==> src/rtl/wb_burst_master.sv <==
// Wishbone B3 incrementing-burst traffic master: writes an LFSR pattern or reads and checks it.
// Optional ack watchdog enabled by defining WBM_TIMEOUT_EN.
module wb_burst_master #(
  parameter int DW     = 32,
  parameter int AW     = 26,
  parameter int BL     = 5,
  parameter int TO_CYC = 255
) (
  input  logic            wb_clk_i,
  input  logic            wb_rst_i,
  input  logic            sdr_init_done,
  input  logic            cmd_valid,
  output logic            cmd_ready,
  input  logic            cmd_we,
  input  logic [AW-1:0]   cmd_addr,
  input  logic [BL-1:0]   cmd_len,
  input  logic [31:0]     cmd_seed,
  output logic            wb_cyc_o,
  output logic            wb_stb_o,
  output logic            wb_we_o,
  output logic [DW/8-1:0] wb_sel_o,
  output logic [AW-1:0]   wb_adr_o,
  output logic [DW-1:0]   wb_dat_o,
  output logic [2:0]      wb_cti_o,
  output logic [1:0]      wb_bte_o,
  input  logic [DW-1:0]   wb_dat_i,
  input  logic            wb_ack_i,
  output logic            busy,
  output logic            done,
  input  logic            err_clr,
  output logic [15:0]     err_cnt,
  output logic [AW-1:0]   err_addr,
  output logic            err_vld,
  output logic            timeout
);

  localparam int          SW       = DW / 8;
  localparam logic [31:0] POLY     = 32'h0040_0007;  // x^22 + x^2 + x + 1 taps
  localparam logic [2:0]  CTI_INCR = 3'b010;
  localparam logic [2:0]  CTI_LAST = 3'b111;

  localparam logic [1:0] S_IDLE  = 2'd0;
  localparam logic [1:0] S_BURST = 2'd1;
  localparam logic [1:0] S_DONE  = 2'd2;

  logic [1:0]    state;
  logic [BL-1:0] beats;
  logic [31:0]   lfsr;
  logic [31:0]   lfsr_nxt;
  logic [31:0]   seed_eff;
  logic [AW-1:0] addr_aligned;
  logic          last_beat;
  logic          to_hit;
  logic          end_burst;
  logic          mismatch;

  function automatic logic [DW-1:0] pattern(input logic [31:0] v);
    logic [DW-1:0] p;
    for (int i = 0; i < DW; i++) p[i] = v[i % 32];
    return p;
  endfunction

  assign lfsr_nxt     = {lfsr[30:0], 1'b0} ^ (lfsr[31] ? POLY : 32'h0);
  assign seed_eff     = (cmd_seed == 32'h0) ? 32'h1 : cmd_seed;
  assign addr_aligned = cmd_addr & ~AW'(SW - 1);
  assign last_beat    = (beats == '0);
  assign cmd_ready    = (state == S_IDLE) && sdr_init_done;
  assign wb_bte_o     = 2'b00;
  assign end_burst    = (state == S_BURST) && (to_hit || (wb_ack_i && last_beat));
  assign mismatch     = (state == S_BURST) && wb_ack_i && !wb_we_o &&
                        (wb_dat_i != pattern(lfsr));

`ifdef WBM_TIMEOUT_EN
  localparam int TW = $clog2(TO_CYC + 1);
  logic [TW-1:0] to_cnt;

  assign to_hit = (state == S_BURST) && !wb_ack_i && (to_cnt == TW'(TO_CYC - 1));

  always_ff @(posedge wb_clk_i) begin
    if (wb_rst_i || state != S_BURST || wb_ack_i) to_cnt <= '0;
    else                                          to_cnt <= to_cnt + 1'b1;
  end

  // A watchdog hit in the same cycle as err_clr still reports the new timeout.
  always_ff @(posedge wb_clk_i) begin
    if (wb_rst_i)     timeout <= 1'b0;
    else if (to_hit)  timeout <= 1'b1;
    else if (err_clr) timeout <= 1'b0;
  end
`else
  assign to_hit  = 1'b0;
  assign timeout = 1'b0;
`endif

  // NOTE: sequential state uses non-blocking assignments so every register samples
  // pre-edge values; blocking here would create order-dependent simulation races.
  always_ff @(posedge wb_clk_i) begin
    if (wb_rst_i) begin
      state    <= S_IDLE;
      beats    <= '0;
      lfsr     <= 32'h0;
      wb_cyc_o <= 1'b0;
      wb_stb_o <= 1'b0;
      wb_we_o  <= 1'b0;
      wb_sel_o <= '0;
      wb_adr_o <= '0;
      wb_dat_o <= '0;
      wb_cti_o <= 3'b000;
      busy     <= 1'b0;
      done     <= 1'b0;
    end else begin
      case (state)
        S_IDLE: begin
          done <= 1'b0;
          if (cmd_valid && cmd_ready) begin
            state    <= S_BURST;
            beats    <= cmd_len;
            lfsr     <= seed_eff;
            wb_cyc_o <= 1'b1;
            wb_stb_o <= 1'b1;
            wb_we_o  <= cmd_we;
            wb_sel_o <= '1;
            wb_adr_o <= addr_aligned;
            wb_dat_o <= cmd_we ? pattern(seed_eff) : '0;
            wb_cti_o <= (cmd_len == '0) ? CTI_LAST : CTI_INCR;
            busy     <= 1'b1;
          end
        end
        S_BURST: begin
          if (end_burst) begin
            state    <= S_DONE;
            wb_cyc_o <= 1'b0;
            wb_stb_o <= 1'b0;
            wb_we_o  <= 1'b0;
            wb_sel_o <= '0;
            wb_cti_o <= 3'b000;
            busy     <= 1'b0;
            done     <= 1'b1;
          end else if (wb_ack_i) begin
            // Without an ack every bus output simply holds its registered value.
            beats    <= beats - 1'b1;
            lfsr     <= lfsr_nxt;
            wb_adr_o <= wb_adr_o + AW'(SW);
            wb_dat_o <= wb_we_o ? pattern(lfsr_nxt) : '0;
            wb_cti_o <= (beats == BL'(1)) ? CTI_LAST : CTI_INCR;
          end
        end
        S_DONE: begin
          done  <= 1'b0;
          state <= S_IDLE;
        end
        default: state <= S_IDLE;
      endcase
    end
  end

  // err_clr coinciding with a mismatch restarts the record from that beat.
  always_ff @(posedge wb_clk_i) begin
    if (wb_rst_i) begin
      err_cnt  <= 16'h0;
      err_addr <= '0;
      err_vld  <= 1'b0;
    end else if (err_clr) begin
      err_cnt  <= mismatch ? 16'h1 : 16'h0;
      err_addr <= mismatch ? wb_adr_o : '0;
      err_vld  <= mismatch;
    end else if (mismatch) begin
      if (err_cnt != 16'hFFFF) err_cnt <= err_cnt + 1'b1;
      if (!err_vld) begin
        err_addr <= wb_adr_o;
        err_vld  <= 1'b1;
      end
    end
  end

endmodule

==> config.mk <==
export PLATFORM = sky130hd
export DESIGN_NAME = wb_burst_master
export DESIGN_NICKNAME = d
export VERILOG_FILES = /design/src/rtl/wb_burst_master.sv
export SDC_FILE = /design/constraint.sdc
export NUM_CORES = 1
export LEC_CHECK = 0
export CORE_ASPECT_RATIO = 0.9
export CORE_UTILIZATION = 35
export CTS_BUF_LIST = sky130_fd_sc_hd__clkbuf_4
export DETAILED_ROUTE_END_ITERATION = 12
export GPL_ROUTABILITY_DRIVEN = 1
export HOLD_SLACK_MARGIN = 0.12
export SKIP_LAST_GASP = 1
export SLEW_MARGIN = 20
export SYNTH_ARGS = -nofsm -noshare
export SYNTH_HDL_FRONTEND = slang
export SYNTH_SLANG_ARGS = --single-unit
==> constraint.sdc <==
create_clock -name wb_clk_i -period 3.3 [get_ports wb_clk_i]
set_input_delay 0.66 -clock wb_clk_i [delete_from_list [all_inputs] [get_ports wb_clk_i]]
set_output_delay 0.66 -clock wb_clk_i [all_outputs]
set_load 0.05 [all_outputs]
# After elaboration in Yosys (flattened, before gate mapping)
# Index checks and enable logic that the tools add are counted.
# totals
reg_bits,150
memories,0
elab_cells,101
output_inout_bits,117
mem_bits_rw,0
rom_bits,0
latchBits,0
in_bits,102
# classes
shifts,0
n_div,0
reduce_logical,24
n_mul,0
addsub,3
bitwise_logic,1
n_mux,49
order_cmp,0
n_eq_ne,11
# op_table
operator,n
two-way mux 32 bit,9
two-way mux 26 bit,7
one-hot mux 32 bit (2 select lines),2
one-hot mux 26 bit (2 select lines),1
two-way mux 16 bit,3
zero test 32 bit,1
inequality test 32 bit,1
XOR 32 x 23 -> 32 bit,1
adder 26 x 3 -> 26 bit (second input constant),1
two-way mux 23 bit,1
adder 16 x 1 -> 16 bit (second input constant),1
inequality test 16 bit (second input constant),1
two-way mux 3 bit,5
two-way mux 5 bit,3
zero test 5 bit,2
one-hot mux 5 bit (2 select lines),1
two-way mux 4 bit,2
inequality test 2 bit (second input constant),4
one-hot mux 4 bit (2 select lines),1
AND reduction 2 bit,4
nonzero test 2 bit,4
logical AND 1 bit,7
two-way mux 1 bit,7
one-hot mux 1 bit (2 select lines),3
14 further kinds,16

# Depth between registers and ports, before layout
# Gate-level depths: netlist of run 1.
# logic_depth
depth_word,6
mapped_depth,9
ltp_nobuf,7

# Worst setup path before layout of run 1
# OpenSTA, ideal clock, no wires.
# synth_path
path_kind,input to register
from,input port sdr_init_done
to,register wb_adr_o[3]
t_required_ps,3209
setup_time_ps,91
n_path_buf,2
cell_stages,7
t_arrival_ps,2964
slack_ps,245
cell_sequence,nor3b_1 > nand2_1 > o21ai_1 > buf_4 > buf_2 > nor2_1 > a311oi_1
# synth_via
elab_chain_cells,4
# synth_lines
item,line,rtl
start: declaration,11,"input logic sdr_init_done,"
logical AND 1 bit,67,assign cmd_ready = (state == S_IDLE) && sdr_init_done;
logical AND 1 bit,115,if (cmd_valid && cmd_ready) begin
inequality test 2 x 1 -> 1 bit (no source line),--,
AND reduction 4 bit (no source line),--,
end signal: assignment,123,wb_adr_o <= addr_aligned;
end signal: assignment,143,wb_adr_o <= wb_adr_o + AW'(SW);
end: declaration,22,"output logic [AW-1:0] wb_adr_o,"
# No other way between the ends.
# A chain may end at the register's enable or synchronous reset.

# Worst setup path in the final report of run 1
# layout_path
from,register wb_adr_o[10]
to,output port wb_adr_o[10]
# No word-level cell between the ends.

==> flow_summary.ini, run 1 <==
[run_status]
status = complete, no violations

[route]
wl_per_cell_um = 17.6
drt_first_iter_violations = 557
top_layer_used = met5
dr_wl_met2_um = 11100
drt-met1-wl_um = 11200
drt_pass1_iterations = 7
finalWirelength_um = 24700
vias = 7657
avgViaCountPerCell = 5.46
postRouteAntennaNets = 0
drc_errors = 0
wl_met3_um = 2100

[clocking]
cts_root_buffer = clkbuf_4
cts-resized-gates = 0
htreeDepth = 4
clk_latency_ps = 560
clock_path_buffers = 2
cts_setup_buffers = 0
cts_buffers = 17
clkTransAtPathRegs_ps = 130
cts_tree = done
cts_hold_repair.buffers = 0
clock-sinks = 142

[power]
peakVddDrop_uv = 262
internal_power_mw = 2.74
powerDensity_nw_per_um2 = 433
power_frac_clock_pct = 27.8
p_sw_share_pct = 36.6
p_leak_nw = 3.33
switching_power_mw = 1.59
combPwrFrac_pct = 27.0
share_seq_of_total_power_pct = 45.2

[critical_path]
r2r_end = wb_adr_o[23]$_SDFFE_PP0P_
end_kind = output port
cp.arrival_ps = 1960
path_buf_inv = 1
worstReg2RegStart = wb_adr_o[2]$_SDFFE_PP0P_
rrSetupSlack_ps = 1110
critical_path_required_ps = 2640
path_max_fanout = 8
critPathKind = flop to output port
critPathSlowestCell = clkdlybuf4s50_1
critPathLaunchType = flop
crit_family = buffers and inverters
crit_path_max_incr_delay_ps = 910
cp_cell_sequence = clkdlybuf4s50_1
reg2reg_depth = 6

[grt]
grt_overflow = 0
first_global_vias = 7023
grt_max_degree = 119
grtUsageTotal_pct = 22.5
grt_pass1_wl_um = 38600
antenna_found_initial = 2

[logic_synthesis]
synth_area_leaders = dfxtp_1 (38%), a311oi_1 (7.3%), nor2_1 (6.2%), nand3_1 (5.1%), nand2_1 (5.1%)
async_flop_share_pct = 0
yosys.area.top_type = dfxtp_1
synthDistinctLibCells = 64
synth_ff_type = dfxtp_1
synth_area_um2 = 7460
syn_avg_cell_area_um2 = 7.89
synth-seq-cells = 142
synth-edff-count = 0
yosysWarningCount = 0
synth_top_area_share_pct = 38.1
yosysSeqAreaShare_pct = 38.1
synthCells = 945

[finish]
stdcell_count = 1403
final_area_um2 = 10000
layout_commonest_cell = clkdlybuf4s50_1
num-fill-cells = 2071
layout-drive-gt1-share_pct = 6.99
register_area_um2 = 2840
nets = 1210
areaGrowthSynthToFinish_pct = 34.1
final_cell_mix = clkdlybuf4s50_1 (209), dfxtp_1 (142), nor2_1 (123), nand2_1 (101), nand3_1 (76)
multiInputGateArea_um2 = 4080

[sta]
rsz0062_at_grt = false
fin_setup_tns_ps = 0
setup-violations-final = 0
fmax_mhz = 381
max_slew.worst_pin.slew_ps = 1060
hold_viol = 0
fin_skew_ps = 27.0
slew_viol_final = 0
finalCritPeriodShare_pct = 79.5
min_period_ps = 2620
hold_slack_ps = 462
slew_headroom_pct = 29.0

[place]
dpl_cell_area_um2 = 9700
hpwl_um = 16800
io_buffers = 211
gpl.final_weighted_congestion = 0.837
place_inst = 1370

[floorplanning]
fp.dieH_um = 140
die_w_um = 156
dieArea_um2 = 21900
initial_utilization_pct = 35.8
core_area_um2 = 20800
rows = 50
io_pins = 219

[worst_hold_path]
min-delay-start = done$_SDFFE_PP0P_
worstHoldPathCells = 2
min_to = done$_SDFFE_PP0P_
hp-class = flop to flop

[flow_run]
maxCapViolations = 0
how the worst max path moves through the flow:
stage	startpoint	end	depth (start not counted)
floorplan	sdr_init_done	wb_adr_o[3]$_SDFFE_PP0P_	7
global placement	wb_dat_i[26]	err_cnt[2]$_SDFFE_PP0P_	8
detailed placement	wb_dat_i[26]	err_cnt[2]$_SDFFE_PP0P_	8
CTS	wb_adr_o[10]$_SDFFE_PP0P_	wb_adr_o[10]	1
global route	wb_adr_o[7]$_SDFFE_PP0P_	wb_adr_o[7]	1
finish	wb_adr_o[10]$_SDFFE_PP0P_	wb_adr_o[10]	1
per-stage QoR:
step	util, %	setup WS (ps)	power (mW)
6_report	48.0	675	4.33
5_1_grt	48.0	571	4.56
4_1_cts	48.0	624	4.37
3_5_place_dp	46.6	430	3.16
3_3_place_gp	46.6	533	3.15
2_1_floorplan	-	245	2.73
power by group through the flow:
stage | sequential, mW | combinational, mW | clock (mW)
6_report | 1.95 | 1.17 | 1.20
3_5_place_dp | 1.99 | 1.17 | 0
4_1_cts | 1.96 | 1.17 | 1.24
5_1_grt | 1.97 | 1.26 | 1.33
3_3_place_gp | 1.99 | 1.16 | 0
2_1_floorplan | 2.19 | 0.535 | 0
registers in the layout, indices dropped and copies added (netlist names):
name / cells
wb_cti_o: 2
err_vld: 1
wb_sel_o: 1
wb_adr_o: 24
wb_dat_o: 32
beats: 5
wb_we_o: 1
state: 2
err_addr: 25
done: 1
lfsr: 32
err_cnt: 16
metal layers:
| metal | GRT usage [%] | vias to the layer above |
|---|---|---|
| met5 | 0 | - |
| met4 | 4.64 | 2 |
| met3 | 6.50 | 14 |
| met2 | 34.8 | 280 |
| met1 | 30.9 | 3618 |
| li1 | - | 3743 |
tightest hold or removal path, cell delays in order, from the launching register on:
cell and delay, ps:
dfxtp_1 330, nand2_1 50, a21oi_1 50
final cells by class:
| cell class | count | share of cell area, % |
|---|---|---|
| sequential | 142 | 28.4 |
| tap | 286 | 3.58 |
| clock buffer | 18 | 1.35 |
| multi-input combinational | 681 | 40.7 |
| clock inverter | 14 | 1.61 |
| timing repair buffer | 230 | 23.1 |
| antenna | 1 | 0.0250 |
| inverter | 31 | 1.16 |
Yosys cell counts, types with 2 or more instances:
master,instances
dfxtp_1,142
and3_1,10
nor3_1,13
xnor2_1,35
a311oi_1,62
o21a_1,3
o21ai_0,20
nor3b_1,3
or4_1,2
nor2_1,123
nand3_1,76
a21o_1,2
nand3_2,3
o32ai_1,24
buf_1,2
and4_1,3
mux2i_1,6
and2_1,7
and3_2,2
a22oi_1,3
o22ai_1,2
a41oi_1,2
nand2_1,101
a211oi_1,7
a21oi_1,43
inv_1,30
buf_4,18
buf_2,28
nand4_1,21
nor4_1,16
a41o_1,2
nand2b_1,2
a31oi_1,10
nand3b_1,25
o31ai_1,5
buf_6,2
o211ai_1,4
a31o_2,5
clkbuf_1,45
nor2b_1,4
or3_1,5
ha_1,5
cell families after synthesis:
kind of cell / synth area share, %
AND/OR/NAND/NOR: 27.3
multiplexers: 0.956
adder cells (fa/ha/maj): 0.839
flip-flops: 38.1
XOR/XNOR: 4.11
buffers and inverters: 7.92
AO/OA/AOI/OAI: 20.7
other: 0.0503
Power figures use the tool's default switching activity.
==> inputs of run 2 (changes only) <==
==> constraint.sdc (replaced) <==
create_clock -name wb_clk_i -period 2.6 [get_ports wb_clk_i]
set_input_delay 0.52 -clock wb_clk_i [delete_from_list [all_inputs] [get_ports wb_clk_i]]
set_output_delay 0.52 -clock wb_clk_i [all_outputs]
set_load 0.05 [all_outputs]
==> run 2 against run 1 <==
Global-route usage hardly changed. Sequential share of layout area is 0.48 points lower. First-iteration DRC count stayed put. Setup slack worse by 540 ps. Combinational power is 30% higher. Count of clock-buffer cells in the layout is 1 lower. Cell area is 1.7% higher. Clock power is 22% higher. Sequential power is 28% higher. Non-clock buffer count is 15 higher. Power is 26% higher. Critical endpoint unchanged. Largest cell class unchanged. Largest power group unchanged.
==> flow_summary.ini, run 2 (same netlist as run 1, synthesis figures left out) <==
[grt]
grtUsageTotal_pct = 22.5
antenna_found_initial = 1
grt_pass1_wl_um = 38900
grt_overflow = 0
grt_max_degree = 102
first_global_vias = 7042

[critical_path]
cp.depth = 1
cp_cell_sequence = clkdlybuf4s50_1
end_kind = output port
critPathKind = flop to output port
reg2reg_depth = 7
crit_family = buffers and inverters
critPathSlowestCell = clkdlybuf4s50_1
critical_path_required_ps = 2080
path_buf_inv = 1
crit_path_max_incr_delay_ps = 900
path_max_fanout = 8
critPathLaunchType = flop
cp.arrival_ps = 1950

[route]
vias = 7688
avgViaCountPerCell = 5.42
wl_per_cell_um = 17.1
drt_first_iter_violations = 557
finalWirelength_um = 24300
drt_pass1_iterations = 6
drc_errors = 0
postRouteAntennaNets = 0

[place]
io_buffers = 211
dpl_worst_slack_ps = -281
dpl_cell_area_um2 = 9890
place_inst = 1385
gpl.final_weighted_congestion = 0.844
hpwl_um = 17100

[floorplanning]
rows = 50
die_w_um = 156
core_area_um2 = 20800
io_pins = 219
dieArea_um2 = 21900
fp.dieH_um = 140
initial_utilization_pct = 35.8

[finish]
areaGrowthSynthToFinish_pct = 36.4
layout-drive-gt1-share_pct = 8.40
final_util_pct = 48.8
final_cell_mix = clkdlybuf4s50_1 (207), dfxtp_1 (142), nor2_1 (123), nand2_1 (101), nand3_1 (76)
final_area_um2 = 10200
nets = 1225
stdcell_count = 1418
layout_commonest_cell = clkdlybuf4s50_1
num-fill-cells = 2065
reg_top3 = lfsr: 32 flops, wb_dat_o: 32 flops, err_addr: 25 flops

[flow_run]
maxCapViolations = 0

[sta]
fmax_mhz = 405
fin_skew_ps = 25.5
finalCritPeriodShare_pct = 94.9
hold_viol = 0
hold_slack_ps = 403
min_period_ps = 2470
fin_ws_ps = 132
setup-violations-final = 0
rsz0062_at_grt = false
max_slew.worst_pin.slew_ps = 730
slew_viol_final = 0
slew_headroom_pct = 50.9

[worst_hold_path]
worstHoldPathCells = 2
hp-class = input pin to flop

[clocking]
clk_latency_ps = 550
clock-sinks = 142
htreeDepth = 4
clock_path_buffers = 2
clkTransAtPathRegs_ps = 140
cts_buffers = 17
cts_hold_repair.buffers = 0
cts_root_buffer = clkbuf_4
cts_tree = done
cts-resized-gates = 0
cts_setup_buffers = 0

[power]
peakVddDrop_uv = 260
powerDensity_nw_per_um2 = 537
p_leak_nw = 3.45

[run_status]
status = complete, no violations
run 2: final cells by class:
cell class / instances / area (um^2) / area share (%)
antenna: 1 / 2.50 / 0.0246
clock buffer: 17 / 128 / 1.25
clock inverter: 15 / 148 / 1.45
inverter: 31 / 116 / 1.14
multi-input combinational: 681 / 4080 / 40.1
sequential: 142 / 2840 / 27.9
tap: 286 / 358 / 3.52
timing repair buffer: 245 / 2500 / 24.6
run 2: worst reg2reg max path, cell delays in order, from the launching register on:
cell,delay [ps]
dfxtp_1,520
xnor2_1,170
nand4_1,160
nor4_1,670
buf_4,240
a21oi_2,140
and2_1,250
a31o_2,250
run 2: per-stage QoR:
stage / TNS (ps) / power, mW
final: 0 / 5.46
after global routing: 0 / 5.76
after CTS: 0 / 5.53
after detailed placement: -8340 / 4.05
after global placement: -3990 / 4.04
after floorplan: 0 / 3.46
run 2: power by group:
part           switching, mW  internal (mW)  leakage (nW)  total (mW)
logic                  0.920          0.599          2.14        1.52
clock network          0.951          0.508         0.149        1.46
registers              0.167           2.32          1.16        2.49
run 2: final timing paths:
check                       startpoint                        to  slack, ps
max          wb_adr_o[10]$_SDFFE_PP0P_              wb_adr_o[10]        130
min                           wb_rst_i      err_vld$_SDFFE_PP0P_        400
max reg2reg       lfsr[5]$_SDFFE_PP0P_   err_cnt[2]$_SDFFE_PP0P_        130
min reg2reg   err_addr[1]$_SDFFE_PP0P_  err_addr[1]$_SDFFE_PP0P_        460
run 2: metal layers:
| layer | track usage [%] | share of wire [%] | vias up |
|---|---|---|---|
| li1 | - | - | 3778 |
| met1 | 30.9 | 46 | 3598 |
| met2 | 34.1 | 44 | 287 |
| met3 | 6.31 | 8.6 | 25 |
| met4 | 6.30 | 1.6 | 0 |
| met5 | 0 | 0 | - |
